`src/rtl/sid_pkg.sv`:
```
// Shared widths, sequencer phases and register bit positions for the SID output stage.
package sid_pkg;

  localparam int SAMPLE_W = 12;
  localparam int ACC_W    = 14;
  localparam int MIX_W    = 16;
  localparam int VOL_W    = 4;
  localparam int SCALED_W = ACC_W + VOL_W;

  localparam logic [1:0] PH_V1    = 2'd0;
  localparam logic [1:0] PH_V2    = 2'd1;
  localparam logic [1:0] PH_V3    = 2'd2;
  localparam logic [1:0] PH_SCALE = 2'd3;

  localparam int MV_3OFF   = 7;
  localparam int MV_VOL_HI = 3;
  localparam int MV_VOL_LO = 0;

  // The 18-bit product is dropped by two bits so full scale (184275) fits the 16-bit mix.
  function automatic logic [MIX_W-1:0] scale_mix(input logic [ACC_W-1:0] acc,
                                                 input logic [VOL_W-1:0] vol);
    logic [SCALED_W-1:0] scaled;
    scaled = SCALED_W'(acc) * SCALED_W'(vol);
    return scaled[SCALED_W-1:2];
  endfunction

endpackage

```
`src/rtl/sid_dsm.sv`:
```
// 1-bit audio DAC: first-order delta-sigma or PWM, with counter/error clear on a mode change.
module sid_dsm
  import sid_pkg::*;
#(
  parameter int PWM_W = 8
) (
  input  logic             clk,
  input  logic             rst_n,
  input  logic [MIX_W-1:0] mix,
  input  logic             dac_mode,
  output logic             dac_out
);

  logic             mode_q;
  logic [MIX_W-1:0] err;
  logic [PWM_W-1:0] pwm_cnt;
  logic [MIX_W:0]   ds_sum;

  assign ds_sum = {1'b0, err} + {1'b0, mix};

  // The PWM compare reads mix directly, so a new mix takes effect on the very next clock.
  always_ff @(posedge clk or negedge rst_n) begin
    if (!rst_n) begin
      mode_q  <= 1'b0;
      err     <= '0;
      pwm_cnt <= '0;
      dac_out <= 1'b0;
    end else begin
      mode_q <= dac_mode;
      if (dac_mode != mode_q) begin
        err     <= '0;
        pwm_cnt <= '0;
        dac_out <= 1'b0;
      end else begin
        pwm_cnt <= pwm_cnt + 1'b1;
        if (!dac_mode) begin
          {dac_out, err} <= ds_sum;
        end else begin
          dac_out <= (pwm_cnt < mix[MIX_W-1 -: PWM_W]);
        end
      end
    end
  end

endmodule

```
`src/rtl/sid_mixer_dac.sv`:
```
// SID output stage: sums the three voices over four clk_enable ticks, applies master
// volume, and hands the 16-bit mix to the 1-bit DAC.
module sid_mixer_dac
  import sid_pkg::*;
#(
  parameter int PWM_W = 8
) (
  input  logic                clk,
  input  logic                rst_n,
  input  logic                clk_enable,
  input  logic [SAMPLE_W-1:0] sample1,
  input  logic [SAMPLE_W-1:0] sample2,
  input  logic [SAMPLE_W-1:0] sample3,
  input  logic [7:0]          mode_vol,
  input  logic                dac_mode,
  output logic [MIX_W-1:0]    mix_out,
  output logic                mix_valid,
  output logic                dac_out
);

  logic [1:0]       phase;
  logic [ACC_W-1:0] acc;
  logic [ACC_W-1:0] v3_term;

  assign v3_term = mode_vol[MV_3OFF] ? '0 : ACC_W'(sample3);

  // 3OFF is looked at only in PH_V3 and volume only in PH_SCALE, matching when the
  // voice generator's register writes are meant to land.
  always_ff @(posedge clk or negedge rst_n) begin
    if (!rst_n) begin
      phase     <= PH_V1;
      acc       <= '0;
      mix_out   <= '0;
      mix_valid <= 1'b0;
    end else begin
      mix_valid <= 1'b0;
      if (clk_enable) begin
        phase <= phase + 2'd1;
        case (phase)
          PH_V1:    acc <= ACC_W'(sample1);
          PH_V2:    acc <= acc + ACC_W'(sample2);
          PH_V3:    acc <= acc + v3_term;
          PH_SCALE: begin
            mix_out   <= scale_mix(acc, mode_vol[MV_VOL_HI:MV_VOL_LO]);
            mix_valid <= 1'b1;
          end
          default:  acc <= acc;
        endcase
      end
    end
  end

  sid_dsm #(
    .PWM_W(PWM_W)
  ) u_dsm (
    .clk      (clk),
    .rst_n    (rst_n),
    .mix      (mix_out),
    .dac_mode (dac_mode),
    .dac_out  (dac_out)
  );

endmodule

```
`config.mk`:
```
export PLATFORM = sky130hd
export DESIGN_NAME = sid_mixer_dac
export DESIGN_NICKNAME = d
export VERILOG_FILES = /design/src/rtl/sid_pkg.sv /design/src/rtl/sid_dsm.sv /design/src/rtl/sid_mixer_dac.sv
export SDC_FILE = /design/constraint.sdc
export NUM_CORES = 1
export LEC_CHECK = 0
export ABC_CLOCK_PERIOD_IN_PS = 8800
export BUFFER_PORTS_ARGS = -buffer_cell sky130_fd_sc_hd__buf_2
export CELL_PAD_IN_SITES_DETAIL_PLACEMENT = 0
export CELL_PAD_IN_SITES_GLOBAL_PLACEMENT = 2
export CORE_MARGIN = 5
export CORE_UTILIZATION = 39
export CTS_BUF_LIST = sky130_fd_sc_hd__clkbuf_16
export DETAILED_ROUTE_END_ITERATION = 7
export PLACE_DENSITY_LB_ADDON = 0.1
export SYNTH_ARGS = -nofsm -noshare
export SYNTH_HDL_FRONTEND = slang
export SYNTH_SLANG_ARGS = --single-unit
export TNS_END_PERCENT = 100
```
`constraint.sdc`:
```
create_clock -name clk -period 8.8 [get_ports clk]
set_input_delay 1.76 -clock clk [delete_from_list [all_inputs] [get_ports clk]]
set_output_delay 1.76 -clock clk [all_outputs]
set_load 0.02 [all_outputs]
```
==> flow_summary.toml, run 1 <==
[yosys]
syn_area_um2 = 5520
synth_fa_ha_area_share_pct = 23.3
ys.flop_type = "dfrtp_1"
synthCells = 636
syn_avg_cell_area_um2 = 8.68
synth-edff-count = 0
synth_fp_nets = 771
yosys.area_share.simple_pct = 17.3
synth_xor_area_share_pct = 5.55
ys_seq_area_share_pct = 26.7
synth-seq-cells = 59
synth_compound_area_share_pct = 20.4
async_flop_share_pct = 100
synth.area.mux_share_pct = 0.952
ys_warn_count = 0
synth_top_family_by_area = "adder cells"
yosysUniqueCellTypes = 52

[clocking]
cts_tree = "built"
clk_latency_ns = 0.34
post_cts_resized = 0
ctsHoldBuffers = 0
h-tree-depth = 3
clk_pin_slew_worst_paths_ns = 0.05
cts.sinks = 59
clock-root-buffer = "clkbuf_16"
cts_inserted_buffers = 9
postCtsSetupBuffers = 0
cts_max_path_buffers = 2

[worst_setup_path]
max_stage_delay_ns = 0.53
worstPathArrival_ns = 5.04
critPathRequiredTime_ns = 9.02
startpoint_type = "input pin"
slowest_stage = "fa_1"
rrSetupSlack_ns = 5.07
crit_fanout = 14
path_class = "in2reg"
crit_chain = "buf_2 -> and2_1 -> fa_1 -> inv_1 -> fa_1 -> inv_1 -> ha_1 -> nor2b_1 -> o31a_1 -> o2111ai_1 -> a31oi_1 -> o31ai_1 -> nand4b_1 -> o311ai_0"
crit_path_end_kind = "register"

[power]
power_frac_comb_pct = 64.4
vdd_drop_max_uv = 140
p_int_mw = 1.26
p_clk_share_pct = 14.6
switching_power_mw = 1.10
seqPwrFrac_pct = 21.0
switching_share_pct = 46.6
powerDensity_nw_per_um2 = 374
p_leak_nw = 3.23

[flow_run]
cap_violations = 0

[timing]
hold_viol_final = 0
setup_viol = 0
max_slew_margin_pct = 38.8
fmax_mhz = 208
drv_slew = 0
timing.final.crit_period_ns = 4.81
grt_setup_unrepaired = "no"
holdWs_ns = 0.483
worst_slack_ns = 3.99
min_period_over_period_pct = 54.7
clock_skew_ns = 0.00667
tightest_slew_ns = 0.914
fin_tns_setup_ns = 0

[grt]
grt_pass1_vias = 4437
antenna_found_initial = 0
overflow = 0
grt_first_pass_wirelength_mm = 20.7
grt_max_degree = 60
track_usage_pct = 15.3

[floorplan]
die_y_um = 129
coreArea_um2 = 13900
dieWidth_um = 129
row_count = 43
io-pin-count = 66
dieArea_um2 = 16600
start_util_pct = 39.8

[route]
drc = 0
post_drt_wl_per_cell_um = 13.5
vias_per_cell = 5.01
firstDrtPassIters = 4
drt_first_iter_violations = 197
antenna_left = 0
route.vias.total = 4407
wirelength_mm = 11.9

[cells_and_area]
drive_above_1_share_pct = 12.0
ff_latch_area_um2 = 1480
final_common_cell = "inv_1"
nets = 830
filler_cell_count = 1401
multiInputGateArea_um2 = 3720
antenna_cells = 0
areaGrowthSynthToFinish_pct = 14.1
final_cell_mix = "inv_1, nand2_1, buf_2"
final_util_pct = 45.4
final_area_um2 = 6300

[placed_design]
place_ws_ns = 3.62
place_area_um2 = 6010
place.gp.congestion = 0.871
dp_hpwl_mm = 9.41
io_buffers = 62

[worst_hold_path]
min_path_type = "reg2reg"

[run_status]
outcome = "completed"
-- final cells by class --
class / instances / share of cell area (%)
inverters: 68 / 4.05
well taps: 180 / 3.57
clock buffers: 9 / 3.57
clock inverters: 7 / 0.953
flip-flops and latches: 59 / 23.4
multi-input cells: 492 / 59.1
repair buffers: 65 / 5.28
-- metal layers --
metal  GRT usage, %  share of wire, %  vias to the layer above
li1               -                 -                     2317
met1           18.6                46                     2012
met2           27.3                49                       65
met3           3.28               3.8                       13
met4           4.57               1.5                        0
met5              0                 0                        -
-- sequential cells by signal, indices dropped and copies added (netlist names) --
signal / count
mix_out: 16
u_dsm.err: 16
acc: 14
u_dsm.pwm_cnt: 8
phase: 2
mix_valid: 1
u_dsm.dac_out: 1
u_dsm.mode_q: 1
-- synth_stat cells (4+ instances only) --
| master | instances | area [um^2] |
|---|---|---|
| xor2_1 | 22 | 193 |
| a21oi_1 | 30 | 150 |
| a22o_1 | 9 | 78.8 |
| clkbuf_1 | 16 | 60.1 |
| ha_1 | 61 | 763 |
| nor3_1 | 5 | 25.0 |
| a211oi_1 | 9 | 67.6 |
| nor2b_1 | 8 | 50.1 |
| dfrtp_1 | 59 | 1480 |
| and3_1 | 10 | 62.6 |
| nor2_1 | 32 | 120 |
| nand2_1 | 67 | 251 |
| fa_1 | 26 | 521 |
| nand2b_1 | 11 | 68.8 |
| o21ai_0 | 57 | 285 |
| inv_1 | 68 | 255 |
| o21a_1 | 9 | 67.6 |
| a31oi_1 | 4 | 25.0 |
| o31ai_1 | 5 | 37.5 |
| a211o_1 | 4 | 35.0 |
| nand3_1 | 10 | 50.1 |
| and2_1 | 41 | 257 |
| a21o_1 | 14 | 105 |
| xnor2_1 | 13 | 114 |
-- cells by family (layout without fill, tap and decap cells) --
group / after synthesis / after routing
simple gates: 193 / 193
compound gates: 172 / 172
fa+ha+maj: 87 / 87
buf+inv: 85 / 149
flops: 59 / 59
xor+xnor: 35 / 35
mux: 5 / 5
-- critical path, delay by kind of cell --
kind / cells / cell delay [ns]
buf+inv: 3 / 0.26
compound gates: 5 / 1.15
simple gates: 3 / 0.49
fa+ha+maj: 3 / 1.38
-- power by group through the flow --
stage / sequential [mW] / combinational, mW / clock [mW]
after global routing: 0.515 / 1.76 / 0.368
after detailed placement: 0.500 / 1.53 / 0
after CTS: 0.495 / 1.54 / 0.357
after floorplan: 0.498 / 1.21 / 0
after global placement: 0.496 / 1.51 / 0
final: 0.493 / 1.52 / 0.344
-- final timing paths --
kind	from	to	cells past startpoint
min in group asynchronous	rst_n	u_dsm.err[1]	2
worst min-delay path	u_dsm.pwm_cnt[0]	u_dsm.pwm_cnt[0]	1
max in group asynchronous	rst_n	acc[7]	2
worst max register to register	phase[0]	acc[12]	14
worst min register to register	u_dsm.pwm_cnt[0]	u_dsm.pwm_cnt[0]	1
worst max-delay path	mode_vol[3]	mix_out[14]	14
-- per-stage QoR --
step / std cells / power (mW)
6_report: 880 / 2.35
5_1_grt: 880 / 2.64
4_1_cts: 880 / 2.39
3_5_place_dp: 864 / 2.03
3_3_place_gp: 864 / 2.01
2_1_floorplan: 636 / 1.71
No activity file was read; power rests on OpenSTA's default activity.
==> inputs of run 2 (changes only) <==
--- a/config.mk
+++ b/config.mk
@@ -5,12 +5,12 @@
 export SDC_FILE = /design/constraint.sdc
 export NUM_CORES = 1
 export LEC_CHECK = 0
-export ABC_CLOCK_PERIOD_IN_PS = 8800
+export ABC_CLOCK_PERIOD_IN_PS = 4550
 export BUFFER_PORTS_ARGS = -buffer_cell sky130_fd_sc_hd__buf_2
 export CELL_PAD_IN_SITES_DETAIL_PLACEMENT = 0
 export CELL_PAD_IN_SITES_GLOBAL_PLACEMENT = 2
 export CORE_MARGIN = 5
-export CORE_UTILIZATION = 39
+export CORE_UTILIZATION = 36
 export CTS_BUF_LIST = sky130_fd_sc_hd__clkbuf_16
 export DETAILED_ROUTE_END_ITERATION = 7
 export PLACE_DENSITY_LB_ADDON = 0.1
==> constraint.sdc (replaced) <==
create_clock -name clk -period 4.55 [get_ports clk]
set_input_delay 0.91 -clock clk [delete_from_list [all_inputs] [get_ports clk]]
set_output_delay 0.91 -clock clk [all_outputs]
set_load 0.02 [all_outputs]
==> run 2 against run 1 <==
  * Design area increased by 0.38%
  * Sequential power up 93%
  * Worst hold slack lost 0.011 ns
  * Die area up 7.7%
  * Highest routed layer unchanged
  * Global-route usage down 0.88 points
  * Routed wire length rose by 4.0%
==> flow_summary.toml, run 2 (synthesis gave the netlist of run 1 again) <==
[clocking]
clk_pin_slew_worst_paths_ns = 0.05
postCtsSetupBuffers = 0
cts_max_path_buffers = 2
cts.sinks = 59
cts_inserted_buffers = 9
post_cts_resized = 0
clk_latency_ns = 0.33
cts_tree = "built"
ctsHoldBuffers = 0
clock-root-buffer = "clkbuf_16"
h-tree-depth = 3

[cells_and_area]
filler_cell_count = 1538
ff_latch_area_um2 = 1480
final_cell_mix = "inv_1, nand2_1, buf_2"
largestRegisters = "mix_out: 16 flops, u_dsm.err: 16 flops, acc: 14 flops"
drive_above_1_share_pct = 12.3
multiInputGateArea_um2 = 3720
antenna_cells = 0
areaGrowthSynthToFinish_pct = 14.6
final_common_cell = "inv_1"
nets = 832

[timing]
worst_slack_ns = 0.537
hold_viol_final = 0
fmax_mhz = 249
max_slew_margin_pct = 48.5
fin_tns_setup_ns = 0
clock_skew_ns = 0.00456
setup_viol = 0
min_period_over_period_pct = 88.2
tightest_slew_ns = 0.773
holdWs_ns = 0.472
grt_setup_unrepaired = "no"
timing.final.crit_period_ns = 4.01
drv_slew = 0

[flow_run]
cap_violations = 0

[floorplan]
io-pin-count = 66
coreArea_um2 = 15100
dieWidth_um = 134
dieArea_um2 = 17900
start_util_pct = 36.4
row_count = 45
die_y_um = 134

[power]
power.total_mw = 4.58
vdd_drop_max_uv = 227
powerDensity_nw_per_um2 = 724
p_leak_nw = 3.24

[worst_setup_path]
worstPathArrival_ns = 4.23
crit_fanout = 14
reg2reg_to = "mix_out[14]"
path_class = "in2reg"
startpoint_type = "input pin"
r2r_cells = 13
crit_path_end_kind = "register"
rr_startpoint = "acc[1]"
rrSetupSlack_ns = 0.85
critPathRequiredTime_ns = 4.76

[placed_design]
dp_hpwl_mm = 9.98
place.gp.congestion = 0.780
place_ws_ns = 0.211
io_buffers = 62

[worst_hold_path]
hold_depth = 1
hold_end = "u_dsm.pwm_cnt[0]"
min_path_type = "reg2reg"
hold_start = "u_dsm.pwm_cnt[0]"

[route]
antenna_left = 0
drc = 0
vias_per_cell = 4.96
post_drt_wl_per_cell_um = 13.9
wirelength_mm = 12.4
firstDrtPassIters = 4
route.vias.total = 4410
drt_first_iter_violations = 178

[run_status]
outcome = "completed"

[grt]
grt_pass1_vias = 4577
track_usage_pct = 14.5
grt_max_degree = 33
antenna_found_initial = 0
overflow = 0
grt_first_pass_wirelength_mm = 21.4
[run 2: metal layers]
layer / part of all wire, % / global-route usage [%]
met1: 45 / 17.7
met2: 49 / 25.6
met3: 3.3 / 1.54
met4: 2.0 / 6.40
met5: 0 / 0
[run 2: worst max-delay path by stage]
stage,end,cells after the start,startpoint
6_report,mix_out[14],14,mode_vol[3]
5_1_grt,mix_out[14],14,mode_vol[3]
4_1_cts,mix_out[14],14,mode_vol[3]
3_5_place_dp,mix_out[14],14,mode_vol[3]
3_3_place_gp,mix_out[14],14,mode_vol[3]
2_1_floorplan,mix_out[11],13,mode_vol[3]
[run 2: cell type report]
cell class                      count  share of cell area [%]
Inverter                           68                    4.04
Sequential cell                    59                    23.3
Tap cell                          188                    3.72
Clock buffer                        9                    3.56
Multi-Input combinational cell    492                    58.9
Clock inverter                      7                   0.930
Timing Repair Buffer               67                    5.50
[run 2: stage by stage]
stage | cell area [um^2] | util (%) | instances
4_1_cts | 6320 | 41.8 | 890
6_report | 6320 | 41.8 | 890
5_1_grt | 6320 | 41.8 | 890
2_1_floorplan | 5520 | - | 636
3_3_place_gp | 6040 | 39.9 | 874
3_5_place_dp | 6040 | 39.9 | 874
[run 2: where the power goes]
group	switching (mW)	internal, mW
clock network	0.249	0.416
logic	1.67	1.29
registers	0.223	0.729
total	2.14	2.44
[run 2: critical path, stage by stage]
cell and delay (ns):
buf_2 0.17, and2_1 0.20, fa_1 0.53, inv_1 0.05
fa_1 0.52, inv_1 0.04, ha_1 0.33, nor2b_1 0.15
o31a_1 0.29, o2111ai_1 0.29, a31oi_1 0.16, o31ai_1 0.32
nand4b_1 0.13, o311ai_0 0.11
